## config.mk

```make
export PLATFORM = sky130hd
export DESIGN_NAME = serial_tx
export DESIGN_NICKNAME = d
export VERILOG_FILES = /design/src/rtl/serial_tx.sv
export SDC_FILE = /design/constraint.sdc
export NUM_CORES = 1
export LEC_CHECK = 0
export ABC_AREA = 1
export CORE_AREA = 10 10 47 49
export DETAILED_ROUTE_END_ITERATION = 12
export DIE_AREA = 0 0 57 59
export PLACE_DENSITY_LB_ADDON = 0.2
export SLEW_MARGIN = 20
export SYNTH_ARGS = -nofsm -noshare
export SYNTH_HDL_FRONTEND = slang
export SYNTH_SLANG_ARGS = --single-unit
```

## constraint.sdc

```tcl
create_clock -name clk -period 1.2 [get_ports clk]
set_input_delay 0.18 -clock clk [delete_from_list [all_inputs] [get_ports clk]]
set_output_delay 0.18 -clock clk [all_outputs]
set_load 0.02 [all_outputs]
```

## src/rtl/serial_tx.sv

```systemverilog
`default_nettype none
// ============================================================================
//  Module   : serial_tx
//  Purpose  : Parallel-to-serial frame transmitter, LSB first, with a
//             ready/valid word input and back-to-back frame support.
//             Define SERIAL_TX_PARITY_EN to append an even-parity bit.
//  Revision : 1.0  initial release
// ============================================================================
module serial_tx #(
  parameter int WIDTH = 4
) (
  input  logic             clk,
  input  logic             reset,
  input  logic [WIDTH-1:0] din,
  input  logic             din_valid,
  output logic             din_ready,
  output logic             sout,
  output logic             sout_valid,
  output logic             last,
  output logic             busy
);

  localparam int               c_CW   = $clog2(WIDTH);
  localparam logic [c_CW-1:0]  c_LAST = c_CW'(WIDTH - 1);
  localparam logic [c_CW-1:0]  c_ONE  = c_CW'(1);
`ifndef SERIAL_TX_PARITY_EN
  localparam logic [c_CW-1:0]  c_PENULT = c_CW'(WIDTH - 2);
`endif

  typedef enum logic [1:0] {
    IDLE  = 2'd0,
    SHIFT = 2'd1
`ifdef SERIAL_TX_PARITY_EN
    , PARITY = 2'd2
`endif
  } state_t;

  state_t           r_state;
  logic [c_CW-1:0]  r_count;
  logic [WIDTH-1:0] r_buf;
  logic             r_sout;
  logic             r_sout_valid;
  logic             r_last;
`ifdef SERIAL_TX_PARITY_EN
  logic             r_parity;
`endif

  logic w_ready;
  logic w_accept;

  // Ready while idle and on the final frame bit so frames can run back to back.
  assign w_ready  = (r_state == IDLE) || r_last;
  assign w_accept = din_valid && w_ready;

  always_ff @(posedge clk) begin
    if (reset) begin
      r_state      <= IDLE;
      r_count      <= '0;
      r_buf        <= '0;
      r_sout       <= 1'b0;
      r_sout_valid <= 1'b0;
      r_last       <= 1'b0;
`ifdef SERIAL_TX_PARITY_EN
      r_parity     <= 1'b0;
`endif
    end else if (w_accept) begin
      r_state      <= SHIFT;
      r_count      <= '0;
      r_buf        <= din >> 1;
      r_sout       <= din[0];
      r_sout_valid <= 1'b1;
      r_last       <= 1'b0;
`ifdef SERIAL_TX_PARITY_EN
      r_parity     <= ^din;
`endif
    end else begin
      case (r_state)
        SHIFT: begin
          if (r_count == c_LAST) begin
            r_count <= '0;
`ifdef SERIAL_TX_PARITY_EN
            r_state <= PARITY;
            r_sout  <= r_parity;
            r_last  <= 1'b1;
`else
            r_state      <= IDLE;
            r_sout       <= 1'b0;
            r_sout_valid <= 1'b0;
            r_last       <= 1'b0;
`endif
          end else begin
            r_count <= r_count + c_ONE;
            r_sout  <= r_buf[0];
            r_buf   <= r_buf >> 1;
`ifndef SERIAL_TX_PARITY_EN
            r_last  <= (r_count == c_PENULT);
`endif
          end
        end
`ifdef SERIAL_TX_PARITY_EN
        PARITY: begin
          r_state      <= IDLE;
          r_sout       <= 1'b0;
          r_sout_valid <= 1'b0;
          r_last       <= 1'b0;
        end
`endif
        IDLE: begin
          r_sout       <= 1'b0;
          r_sout_valid <= 1'b0;
          r_last       <= 1'b0;
        end
        default: begin
          r_state      <= IDLE;
          r_sout       <= 1'b0;
          r_sout_valid <= 1'b0;
          r_last       <= 1'b0;
        end
      endcase
    end
  end

  assign din_ready  = w_ready;
  assign sout       = r_sout;
  assign sout_valid = r_sout_valid;
  assign last       = r_last;
  assign busy       = (r_state != IDLE);

endmodule
`default_nettype wire
```

# Word level (Yosys, flattened, before mapping)
# Index checks and enable logic that the tools add are counted.
# Widths: inputs -> output; s select.
# op_classes
add_sub_neg,1
n_reduce_logical,10
n_bitwise,2
n_eq_ne,7
mux,13
# op_table
operator,n
$mux 3,3
$mux 1,7
$ne 2x2->1 const B,3
$reduce_and 2->1,3
$eq 2x2->1 const B,2
$mux 2,2
$pmux 2 s2,1
$reduce_bool 2->1,2
$reduce_or 4->1,1
$ne 3x3->1 const B,1
$add 2x1->2 const B,1
$eq 2x1->1 const B,1
$logic_not 2->1,1
$not 1->1,2
$reduce_or 2->1,1
$logic_and 1x1->1,1
$logic_or 1x1->1,1
# totals
wordCells,40
reg_bits,10
in_bits,7
out_inout_bits,5

# Longest topological paths before layout
# Gate-level depths: netlist (run 1).
# logic_depth
word_depth,5
ltp_mapped,8
ltp_nobuf,8

# Worst setup path before layout (run 1)
# No wires, ideal clock.
# synth_timing
path_kind,flip-flop to flip-flop
startpoint,register r_last (netlist: last)
endpoint,register r_buf[0]
stages_incl_launch_ff,8
period_less_slack_ns,1.156
slack_ns,0.044
setup_ns,0.109
t_arrival_ns,1.047
required_ns,1.091
path_buffers,0
cell_sequence,dfxtp_1 -> inv_1 -> nand2_1 -> nand2_2 -> nand3_1 -> nand3_1 -> nand2_1 -> inv_1
# synth_between
elab_chain_len,4
word_cells_on_any_way,6
cone_classes,1 x eq/ne; 1 x mux; 4 x reduce/logical
# synth_lines
item,line,source
from (decl),43,logic r_last;
from (signal assigned),96,r_last <= (r_count == c_PENULT);
$logic_or 1x1->1 (*),52,assign w_ready = (r_state == IDLE) || r_last;
net din_ready,16,"output logic din_ready,"
$logic_and 1x1->1 (*),53,assign w_accept = din_valid && w_ready;
$ne 2x2->1 (no source line) / $reduce_bool 2->1 (equally long branches),--,
$reduce_and 2->1 (no source line),--,
to (signal assigned),69,r_buf <= din >> 1;
to (signal assigned),94,r_buf <= r_buf >> 1;
to (decl),40,logic [WIDTH-1:0] r_buf;
# The timed path passes the listed nets; every way through them passes the cells marked *.
# A chain may end at the register's enable or synchronous reset.

# Final worst setup path (run 1)
# layout_timing
startpoint,register r_last (netlist: last)
endpoint,output port last
# layout_rtl
item,line,source
to (decl),19,"output logic last,"
# No word-level cell between the ends.

==> results of run 1 <==
-- sequential cells by signal (all words and copies together), names as in the netlist --
register and cells:
r_count 2, r_buf 3, sout_valid 1, sout 1, last 1, r_state 1
-- cells in the final DEF (no fill, tap or decap) --
cell,instances
clkdlybuf4s50_1,6
inv_2,1
ha_1,2
dfxtp_2,1
buf_2,1
buf_4,7
dlygate4sd2_1,3
nand2_2,2
nor2_4,2
clkdlybuf4s15_1,1
a21oi_1,4
clkbuf_1,1
or2_1,1
or2_0,1
nand3_1,7
a21oi_4,1
inv_1,9
dfxtp_1,8
nor2_1,1
nand2_1,14
clkbuf_4,3
-- cell families (layout without fill, tap and decap cells) --
logic type	count (synthesis)	count (layout)
simple gates	28	28
buf+inv	10	32
flops	9	9
compound gates	5	5
fa+ha+maj	2	2
-- stage by stage --
stage | utilization [%] | TNS [ns] | cells
final | 44.20 | 0 | 92
after global routing | 44.20 | 0 | 92
after CTS | 43.21 | 0 | 91
after detailed placement | 41.61 | -0.6125 | 87
after global placement | 41.61 | -0.7065 | 87
after floorplan | - | 0 | 54
-- cell type report --
| type | count | area [um^2] | share of cell area (%) |
|---|---|---|---|
| multi-input combinational | 35 | 200.2 | 32.32 |
| sequential | 9 | 181.4 | 29.29 |
| tap | 16 | 20.02 | 3.232 |
| clock buffer | 4 | 26.28 | 4.242 |
| inverter | 10 | 37.54 | 6.061 |
| timing repair buffer | 18 | 153.9 | 24.85 |
-- what timing repair did --
action,CTS,global route
setup buffers,0,1
setup endpoints to repair,5,8
endpoints found under the hold margin,0,0
gates resized for setup,7,5
-- per-layer routing --
layer	global-route usage (%)	share of wire, %	vias to the layer above	routed length, um
met4	2.013	0	0	0
met5	0	0	-	0
met2	7.907	41	10	352
li1	-	-	209	-
met1	6.137	46	154	394
met3	5.579	13	0	114
-- power groups by stage --
stage	Combinational, uW	Clock (uW)	Sequential [uW]
floorplan	61.8	0	339
finish	137	229	324
detailed placement	137	0	330
CTS	133	240	323
global placement	137	0	330
global route	152	264	326
-- worst register-to-register path, cell delays in order, from the launching register on --
cell and delay, ns:
dfxtp_2 0.33, inv_1 0.05, ha_1 0.28, or2_1 0.22, a21oi_1 0.14
-- worst max-delay path by stage --
stage	start	to	slack [ns]
floorplan	last	r_buf[0]	0.04
global placement	din_valid	sout	-0.14
detailed placement	din_valid	r_buf[1]	-0.12
CTS	last	last	0.007
global route	last	last	0.001
finish	last	last	0.05
==> results.toml, run 1 <==
[run_status]
status = "complete, no violations"

[routing]
wl_per_cell_um = 9.359
first_pass_iters = 3
drtIter0Drc = 3
vias_per_cell = 4.054
drc = 0
ant_nets = 0
vias = 373
totalWireLength_um = 861

[layout]
area_delta_synth_final_pct = 51.84
final_nets = 86
fill_cells = 148
drive_gt1_share_pct = 23.68
fin_area_um2 = 619.3
num_antenna_cells = 0

[critical_path]
crit_slowest_cell = "dfxtp_1"
reg2reg_from = "r_count[0]"
cp.arrival_ns = 0.97
reg2reg_setup_slack_ns = 0.10
rr_endpoint = "r_count[1]"
worstSetupStartpointType = "flop"
cp.depth = 2
worstPathCellList = "buf_4 > clkdlybuf4s15_1"
reg2reg_depth = 4
worstSetupEndpointType = "output pin"
critPathMaxStageDelay_ns = 0.32
required_ns = 1.02
critical-path-top-delay-family = "buffers and inverters"
crit_type = "reg -> out"
cp_num_buf_inv = 2
crit_fanout = 2

[power]
clockPowerShare_pct = 33.2
fin_total_pwr_uw = 690.0
power.switching_uw = 181.6
p_leak_uw = 0.0002981
max-vdd-ir-drop_v = 0.0005664
p_per_area_nw_per_um2 = 1114
p_sw_share_pct = 26.32
combPwrFrac_pct = 19.9
internal-power_uw = 508.4
pwr-share-seq_pct = 46.9

[synthesis]
yosys_warnings = 0
yosys_most_used_dff = "dfxtp_1"
synthArstFlopShare_pct = 0
synthMuxAreaShare_pct = 0
synth_top_area_share_pct = 44.17
yosysMostFrequentCell = "nand2_1"
synth_edf_count = 0
synth_top_family_by_area = "simple AND/OR/NAND/NOR gates"
synth-compound-area-share_pct = 7.055
synth_cell_types = 13
synthTopCellsByArea = "dfxtp_1, nand2_1, nand3_1, inv_1, ha_1"
synthTopCellsByCount = "nand2_1, dfxtp_1, inv_1, nand3_1, a21oi_1"
syn_inst = 54
ys_ff_latch = 9
yosys.area_share.simple_pct = 33.44
synthXorXnorAreaFrac_pct = 0
post-synth-top-area-cell = "dfxtp_1"
ys_seq_area_share_pct = 44.17
syn_avg_cell_area_um2 = 7.554
syn_nets = 63
synth_area_um2 = 407.9
synth_adder_area_share_pct = 6.135

[placed_design]
place_area_um2 = 583.1
place.gp.congestion = 0.7557
dpl_worst_slack_ns = -0.1245
numPortBuffers = 11
hpwl_um = 685.1

[clock_network]
clk_pin_slew_worst_paths_ns = 0.06
hold_buffers = 0
cts.sinks = 9
cts_tree = "built"
cts_made_buffers = 3
htreeDepth = 1
cts_max_path_buffers = 2
clk_latency_ns = 0.26
clockRootBuffer = "clkbuf_4"

[die]
core_um2 = 1401
die-area_um2 = 3363
rows = 14
die_w_um = 57
chipHeight_um = 59
start_util_pct = 29.11
io_pins = 12

[sta]
rsz0062_at_grt = "no"
finalSetupViolCount = 0
min_period_ns = 1.148
clock_skew_ns = 0.006393
maxSlewViolCount = 0
slew_headroom_pct = 84.75
setup_slack_ns = 0.05197
fin_crit_sh_pct = 95.67
clock.fmax_ghz = 0.8711
whs_ns = 0.4663
hold_violations = 0
tightest_slew_ns = 0.2282

[global_route]
grt_pass1_vias = 368
grt_pass1_wl_um = 1531
grt_use_total_pct = 5.818
overflow = 0
grt_max_degree = 7
antenna_found_initial = 0

[hold_path]
hold_class = "reg -> reg"
min_to = "r_buf[2]"
hold_start = "r_buf[2]"
hold_depth = 2

[flow_run]
max-cap-violations = 0
Power figures use the tool's default switching activity.
==> run 2, diff against run 1 <==
--- a/config.mk
+++ b/config.mk
@@ -6,9 +6,9 @@
 export NUM_CORES = 1
 export LEC_CHECK = 0
 export ABC_AREA = 1
-export CORE_AREA = 10 10 47 49
+export CORE_AREA = 2 2 39 41
 export DETAILED_ROUTE_END_ITERATION = 12
-export DIE_AREA = 0 0 57 59
+export DIE_AREA = 0 0 41 43
 export PLACE_DENSITY_LB_ADDON = 0.2
 export SLEW_MARGIN = 20
 export SYNTH_ARGS = -nofsm -noshare
==> results.toml, run 2 (synthesis gave the netlist of run 1 again) <==
[sta]
rsz0062_at_grt = "no"
min_period_ns = 1.119
tightest_slew_ns = 0.2222
clock_skew_ns = 0.0003829
whs_ns = 0.4737
hold_violations = 0
maxSlewViolCount = 0
setup_slack_ns = 0.08083
fin_crit_sh_pct = 93.26
clock.fmax_ghz = 0.8935
slew_headroom_pct = 85.15
finalSetupViolCount = 0

[die]
chipHeight_um = 43
rows = 14
core_um2 = 1384
io_pins = 12
start_util_pct = 29.48
die_w_um = 41
die-area_um2 = 1763

[placed_design]
place_area_um2 = 568.0
numPortBuffers = 11
dpl_worst_slack_ns = -0.1485
place.gp.congestion = 0.7244
hpwl_um = 620.5

[routing]
wl_per_cell_um = 9.562
drc = 0
vias = 400
first_pass_iters = 4
ant_nets = 0
vias_per_cell = 4.494
totalWireLength_um = 851
drtIter0Drc = 9

[layout]
final_cell_mix = "nand2_1, inv_1, dfxtp_1"
fin_area_um2 = 595.6
fill_cells = 151
layout_commonest_cell = "nand2_1"
drive_gt1_share_pct = 20.55
largest_reg_flops = 3
num_antenna_cells = 0
final_util_pct = 43.04
area_delta_synth_final_pct = 46.01
biggestRegsByFlops = "r_buf x3, r_count x2"
final_nets = 83
regMostFlops = "r_buf"

[clock_network]
cts.sinks = 9
cts_tree = "built"
clockRootBuffer = "clkbuf_4"
clk_pin_slew_worst_paths_ns = 0.06
cts_max_path_buffers = 2
cts_made_buffers = 3
htreeDepth = 1
hold_buffers = 0
clk_latency_ns = 0.26

[critical_path]
cp.arrival_ns = 0.94
worstPathCellList = "dlygate4sd2_1"
crit_slowest_cell = "dfxtp_1"
crit_type = "reg -> out"
cp_num_buf_inv = 1
worstSetupEndpointType = "output pin"
worstSetupStartpointType = "flop"
critical-path-top-delay-family = "flip-flops"
required_ns = 1.02
critPathMaxStageDelay_ns = 0.34
crit_fanout = 3
reg2reg_setup_slack_ns = 0.10

[hold_path]
hold_class = "reg -> reg"

[power]
fin_total_pwr_uw = 688.3
max-vdd-ir-drop_v = 0.0004913
p_leak_uw = 0.0002872
p_per_area_nw_per_um2 = 1156

[global_route]
grt_max_degree = 7
grt_use_total_pct = 11.46
antenna_found_initial = 0
grt_pass1_wl_um = 1373
overflow = 0
grt_pass1_vias = 339

[flow_run]
max-cap-violations = 0

[run_status]
status = "complete, no violations"
run 2: changes by cell type in the layout (fill, tap and decap cells not counted):
cell / delta
buf_4: -3
buf_2: -1
clkbuf_2: +1
clkdlybuf4s15_1: -1
dlygate4sd2_1: +1
run 2: cell type report:
cell class | count | area, um^2 | share of cell area (%)
multi-input cells | 35 | 200.2 | 33.61
repair buffers | 15 | 130.1 | 21.85
inverters | 10 | 37.54 | 6.303
flip-flops and latches | 9 | 181.4 | 30.46
clock buffers | 4 | 26.28 | 4.412
well taps | 16 | 20.02 | 3.361
run 2: final timing paths:
path,startpoint,to,cells after the start
max,r_state[0],busy,1
min,r_buf[2],r_buf[2],2
max reg2reg,r_count[0],r_count[1],4
min reg2reg,r_buf[2],r_buf[2],2
run 2: worst reg2reg max path: stages (launching register included):
cell and delay [ns]:
dfxtp_2 0.34, inv_1 0.06, ha_1 0.27, or2_1 0.22
a21oi_1 0.14
run 2: power by group:
part / switching, uW / internal, uW / total (uW)
registers: 8.36 / 315 / 324
clock network: 104 / 128 / 232
logic: 72.8 / 59.8 / 133
total: 185 / 503 / 688
run 2: layer usage:
metal | global-route usage, % | wire [um]
met1 | 16.45 | 385
met2 | 15.00 | 401
met3 | 1.571 | 44
met4 | 8.000 | 19
met5 | 0 | 0
run 2: stage by stage:
| step | TNS, ns | std cells |
|---|---|---|
| floorplan | 0 | 54 |
| global placement | -0.5907 | 85 |
| detailed placement | -0.7260 | 85 |
| CTS | 0 | 89 |
| global route | 0 | 89 |
| finish | 0 | 89 |
run 2: timing repair:
item / CTS / global route
setup buffers: 0 / 0
gates resized for setup: 6 / 4
setup endpoints to repair: 5 / 6
